File: src/rtl/processor_pkg.sv
// Shared definitions for the processor front end: widths, opcodes, fetch FSM
// encoding and the fetch output slot payload.
package processor_pkg;

    localparam int unsigned DATA_W = 32;
    localparam int unsigned ADDR_W = 5;
    localparam int unsigned DEPTH  = 32;
    localparam int unsigned OPC_W  = 5;
    localparam int unsigned CNT_W  = 32;

    localparam logic [OPC_W-1:0] OP_NOP  = 5'b00000;
    localparam logic [OPC_W-1:0] OP_HALT = 5'b00001;

    typedef enum logic [1:0] {
        ST_IDLE  = 2'd0,
        ST_FETCH = 2'd1,
        ST_HALT  = 2'd2
    } fetch_state_e;

    typedef struct packed {
        logic [DATA_W-1:0] word;
        logic [ADDR_W-1:0] pc;
    } fetch_slot_t;

    function automatic logic [OPC_W-1:0] opcode_of(input logic [DATA_W-1:0] word);
        return word[DATA_W-1 -: OPC_W];
    endfunction

endpackage

File: src/rtl/program_mem.sv
// Program memory: one synchronous write port, one registered read port.
// A write to the address being read is forwarded so the read sees the new word.
module program_mem #(
    parameter int unsigned DEPTH  = 32,
    parameter int unsigned ADDR_W = 5,
    parameter int unsigned DATA_W = 32
) (
    input  logic              clk,
    input  logic              rst_n,
    input  logic              we_i,
    input  logic [ADDR_W-1:0] waddr_i,
    input  logic [DATA_W-1:0] wdata_i,
    input  logic [ADDR_W-1:0] raddr_i,
    output logic [DATA_W-1:0] rdata_o
);

    logic [DATA_W-1:0] mem_q [DEPTH];
    logic [DATA_W-1:0] rdata_q;

    always_ff @(posedge clk) begin
        if (we_i) begin
            mem_q[waddr_i] <= wdata_i;
        end
    end

    always_ff @(posedge clk or negedge rst_n) begin
        if (!rst_n) begin
            rdata_q <= '0;
        end else if (we_i && (waddr_i == raddr_i)) begin
            rdata_q <= wdata_i;
        end else begin
            rdata_q <= mem_q[raddr_i];
        end
    end

    assign rdata_o = rdata_q;

endmodule

File: src/rtl/instruction_fetch_unit.sv
// Fetch stage: PC, IDLE/FETCH/HALT control, registered output slot and accept
// counter in front of a synchronous program memory.
module instruction_fetch_unit
    import processor_pkg::*;
(
    input  logic              clk,
    input  logic              rst_n,
    input  logic              load_en,
    input  logic [ADDR_W-1:0] load_addr,
    input  logic [DATA_W-1:0] load_data,
    input  logic              start,
    input  logic              redirect_valid,
    input  logic [ADDR_W-1:0] redirect_pc,
    output logic              instr_valid,
    input  logic              instr_ready,
    output logic [DATA_W-1:0] instruction_format,
    output logic [ADDR_W-1:0] instr_pc,
    output logic              halted,
    output logic [CNT_W-1:0]  fetch_count
);

    fetch_state_e      state_q, state_d;
    logic [ADDR_W-1:0] pc_q, pc_d;
    fetch_slot_t       slot_q, slot_d;
    logic              valid_q, valid_d;
    logic              halted_q, halted_d;
    logic [CNT_W-1:0]  cnt_q, cnt_d;
    logic [DATA_W-1:0] mem_rdata;

    logic start_c, redirect_c, load_c, accept_c, mem_we_c;

    assign start_c    = start && (state_q != ST_FETCH);
    assign redirect_c = redirect_valid && (state_q != ST_IDLE);
    assign load_c     = (state_q == ST_FETCH) && (!valid_q || instr_ready)
                        && !redirect_valid && !start;
    assign accept_c   = valid_q && instr_ready;
    assign mem_we_c   = load_en && (state_q != ST_FETCH);

    // The memory is read at the next PC, so its output always holds mem[pc_q].
    program_mem #(
        .DEPTH  (DEPTH),
        .ADDR_W (ADDR_W),
        .DATA_W (DATA_W)
    ) u_program_mem (
        .clk     (clk),
        .rst_n   (rst_n),
        .we_i    (mem_we_c),
        .waddr_i (load_addr),
        .wdata_i (load_data),
        .raddr_i (pc_d),
        .rdata_o (mem_rdata)
    );

    always_comb begin
        state_d = state_q;
        pc_d    = pc_q;
        slot_d  = slot_q;
        valid_d = valid_q;
        cnt_d   = cnt_q;

        if (accept_c) begin
            valid_d = 1'b0;
            if (cnt_q != '1) begin
                cnt_d = cnt_q + CNT_W'(1);
            end
        end

        if (start_c) begin
            pc_d    = '0;
            valid_d = 1'b0;
            cnt_d   = '0;
            state_d = ST_FETCH;
        end else if (redirect_c) begin
            pc_d    = redirect_pc;
            valid_d = 1'b0;
            state_d = ST_FETCH;
        end else if (load_c) begin
            slot_d.word = mem_rdata;
            slot_d.pc   = pc_q;
            valid_d     = 1'b1;
            pc_d        = pc_q + ADDR_W'(1);
            if (opcode_of(mem_rdata) == OP_HALT) begin
                state_d = ST_HALT;
            end
        end

        halted_d = (state_d == ST_HALT) && !valid_d;
    end

    always_ff @(posedge clk or negedge rst_n) begin
        if (!rst_n) begin
            state_q  <= ST_IDLE;
            pc_q     <= '0;
            slot_q   <= '0;
            valid_q  <= 1'b0;
            halted_q <= 1'b0;
            cnt_q    <= '0;
        end else begin
            state_q  <= state_d;
            pc_q     <= pc_d;
            slot_q   <= slot_d;
            valid_q  <= valid_d;
            halted_q <= halted_d;
            cnt_q    <= cnt_d;
        end
    end

    assign instr_valid        = valid_q;
    assign instruction_format = slot_q.word;
    assign instr_pc           = slot_q.pc;
    assign halted             = halted_q;
    assign fetch_count        = cnt_q;

endmodule
File: config.mk
export PLATFORM = sky130hd
export DESIGN_NAME = instruction_fetch_unit
export DESIGN_NICKNAME = d
export VERILOG_FILES = /design/src/rtl/processor_pkg.sv /design/src/rtl/program_mem.sv /design/src/rtl/instruction_fetch_unit.sv
export SDC_FILE = /design/constraint.sdc
export NUM_CORES = 1
export LEC_CHECK = 0
export CAP_MARGIN = 0
export CORE_AREA = 2 2 327 329
export DETAILED_ROUTE_END_ITERATION = 10
export DIE_AREA = 0 0 329 331
export GPL_TIMING_DRIVEN = 0
export PLACE_DENSITY = 0.69
export RECOVER_POWER = 100
export SETUP_SLACK_MARGIN = 0.1
export SLEW_MARGIN = 20
export SYNTH_ARGS = -nofsm -noshare
export SYNTH_HDL_FRONTEND = slang
export SYNTH_SLANG_ARGS = --single-unit
File: constraint.sdc
create_clock -name clk -period 3.7 [get_ports clk]
set_input_delay 0.555 -clock clk [delete_from_list [all_inputs] [get_ports clk]]
set_output_delay 0.555 -clock clk [all_outputs]
set_load 0.005 [all_outputs]
==> flow_summary.ini <==
[synthesis]
ys_ff_latch = 1134
syn_area_sq_mm = 0.0449
synth_mux_area_share_pct = 0.973
syn_inst = 3267
synth_top_area_cell = edfxtp_1
synth_area_leaders = edfxtp_1 68%, dfrtp_1 6.1%, nand2_1 5.3%
synth_simple_gate_area_share_pct = 9.74
synth_common_cells = 1024 x edfxtp_1, 635 x nand2_1, 330 x a21oi_1
synthFlopType = edfxtp_1
synth.yosys.seq_area_share_pct = 74.6
ys_warn_count = 0
synth-xor-area-share_pct = 0.605
async_reset_ff_share_pct = 9.70
yosysTopAreaCellShare_pct = 68.5
synth_top_family_by_area = compound AO/OA/AOI/OAI gates
synth_compound_area_share_pct = 11.8
yosysMostFrequentCell = edfxtp_1
syn_area_per_cell_sq_um = 13.7
yosys.area_share.adder_pct = 0.0557
syn_nets = 3317
synth_edf_count = 1024
synth.distinct_cells = 62

[detailed_routing]
drt_pass1_iterations = 6
drt_iter0_drc = 4240
wl_mm = 132
viasPerCell = 5.94
drc = 0
vias = 29900
drtAntennaViolNets = 0
wl_per_cell_microns = 26.2

[timing]
final_hold_viol_count = 0
finalClockSkew_ps = 55.6
rsz0062_at_grt = yes
timing.final.crit_share_pct = 97.5
slew_headroom_pct = -49.6
min_period_ps = 3610
tightestPinTransition_ps = 2240
setup_viol_count_final = 0
clock.fmax_mhz = 277
finalMaxSlewViolations = 1101

[min_path]
holdPathEnd = instr_valid
hold_depth = 3
hp-start = start
min_path_type = in -> reg

[finish]
nets = 3600
final_area_sq_mm = 0.0533
n_fill_cell = 8568
drive_gt1_share_pct = 15.5
areaGrowthSynthToFinish_pct = 18.7

[cts]
clk_latency_ps = 720
ctsLongestPathBuffers = 3
clk_pin_slew_worst_paths_ps = 60
cts_tree = yes
htree_levels = 3
clock-root-buffer = clkbuf_16
cts.sinks = 1134
cts_buffers = 112

[power_and_ir_drop]
p_int_mw = 23.1
switching_share_pct = 26.4
p_seq_share_pct = 46.7
switchingPower_mw = 8.28
p_leak_nw = 18.2
ir_drop_mv = 0.411
p_per_area_mw_per_mm2 = 588
power_frac_comb_pct = 15.5
power_frac_clock_pct = 37.9
finalPower_mw = 31.4

[floorplan]
die_h_microns = 331
initial_utilization_pct = 42.8
num_io_pins = 119
die_w_microns = 329
die-area_sq_mm = 0.109
rows = 119
core_area_sq_mm = 0.105

[critical_path]
worstSetupEndpointType = register
r2r_end = u_program_mem.rdata_o[19]
reg2reg_from = state_q[1]
cp_max_fo = 10
reg2reg_slack_ps = 90
critPathKind = reg -> reg
critPathArrivalTime_ps = 4220
worstPathRequired_ps = 4310
critPathLaunchType = register
rr_worst_depth = 13

[placed_design]
place_congestion = 0.920
port-buffer-count = 115
dpl-instance-area_sq_mm = 0.0490
dpl.hpwl_mm = 87.9

[global_route]
grt_max_degree = 73
gr-total-overflow = 0
grt_util_all_layers_pct = 23.7
grt_pass1_vias = 29000
grt_pass1_wl_mm = 189
antenna_found_initial = 12

[run_status]
violations = max-capacitance violations, max-slew violations
status = finished, violations left

[run]
cap_viol_max_count = 35
[state kept, by name, summed over array words and instances (netlist names)]
signal,flops
fetch_count,32
halted,1
instr_pc,5
instr_valid,1
instruction_format,32
pc_q,5
state_q,2
u_program_mem.mem_q,1024
u_program_mem.rdata_o,32
[power groups by stage]
stage	Sequential (mW)	Combinational [mW]	Clock [mW]
6_report	14.6	4.86	11.9
5_1_grt	14.7	5.13	12.4
4_1_cts	14.6	4.73	11.9
3_5_place_dp	14.9	4.47	0
3_3_place_gp	14.9	4.40	0
2_1_floorplan	14.8	2.34	0
[layout by cell type, fill, tap and decap left out, drive strengths merged, types with 63 or more instances in the layout]
master,netlist,final
edfxtp,1024,1024
dlygate4sd3,0,74
buf,69,105
dfrtp,110,110
o22ai,63,63
nand3,86,86
nand2,635,635
nor2,211,211
a22oi,127,127
a21oi,330,330
clkbuf,155,349
[timing repair]
action | 4_1_cts | 5_1_grt
setup endpoints to repair | 32 | 32
pin swaps | 15 | 27
resized for setup | 258 | 160
hold buffers | 1 | 0
endpoints found under the hold margin | 38 | 0
setup buffers | 4 | 7
gates cloned | 0 | 0
[worst max-delay path by stage]
stage / endpoint / start
4_1_cts: u_program_mem.rdata_o[2] / state_q[1]
3_3_place_gp: u_program_mem.rdata_o[15] / rst_n
2_1_floorplan: u_program_mem.rdata_o[29] / start
3_5_place_dp: u_program_mem.rdata_o[2] / redirect_valid
5_1_grt: u_program_mem.rdata_o[18] / instr_valid
6_report: u_program_mem.rdata_o[19] / state_q[1]
[metal layers]
metal / global-route usage [%] / share of wire [%] / wire (microns)
met2: 39.4 / 48 / 63400
met5: 0 / 0.058 / 77
met1: 30.4 / 37 / 48600
met3: 6.11 / 12 / 15800
met4: 7.89 / 3.2 / 4220
[area by class of cell]
type | count | area, sq um | area share, %
Antenna cell | 1 | 2.50 | 0.00470
Buffer | 224 | 1530 | 2.87
Clock buffer | 146 | 3000 | 5.63
Clock inverter | 66 | 856 | 1.61
Inverter | 14 | 56.3 | 0.106
Multi-Input combinational cell | 1895 | 10900 | 20.5
Sequential cell | 1134 | 33500 | 62.9
Tap cell | 1391 | 1740 | 3.27
Timing Repair Buffer | 169 | 1680 | 3.14
[kinds of logic (layout without fill, tap and decap cells)]
logic type                 Yosys count  in the layout
buffers and inverters              238            619
other                                0              1
xor gates and xnor gates            31             31
muxes                               39             39
DFF                               1134           1134
adders and majority gates            2              2
and+or+nand+nor                   1049           1049
AOI/OAI and AO/OA                  774            774
[worst max-delay path, cell delays in order (launching register included)]
cell and delay, ps:
dfrtp_1 380, buf_6 150, or4b_4 520, buf_6 160
o31ai_4 200, o221ai_2 250, inv_2 220, buf_12 180
clkbuf_4 220, a21oi_1 60, a22oi_1 320, o22ai_1 130
o311a_1 410, a311oi_2 320
[per-stage QoR]
stage	cells	worst slack (ps)	hold slack, ps	setup TNS (ps)	utilization, %
CTS	5032	83.0	210	0	51.1
finish	5040	91.4	248	0	50.8
global route	5040	29.3	248	0	50.8
floorplan	3267	374	259	0	-
global placement	4773	-2640	460	-1519560	45.5
detailed placement	4815	-1980	464	-54850	46.7
Power figures use the tool's default switching activity.
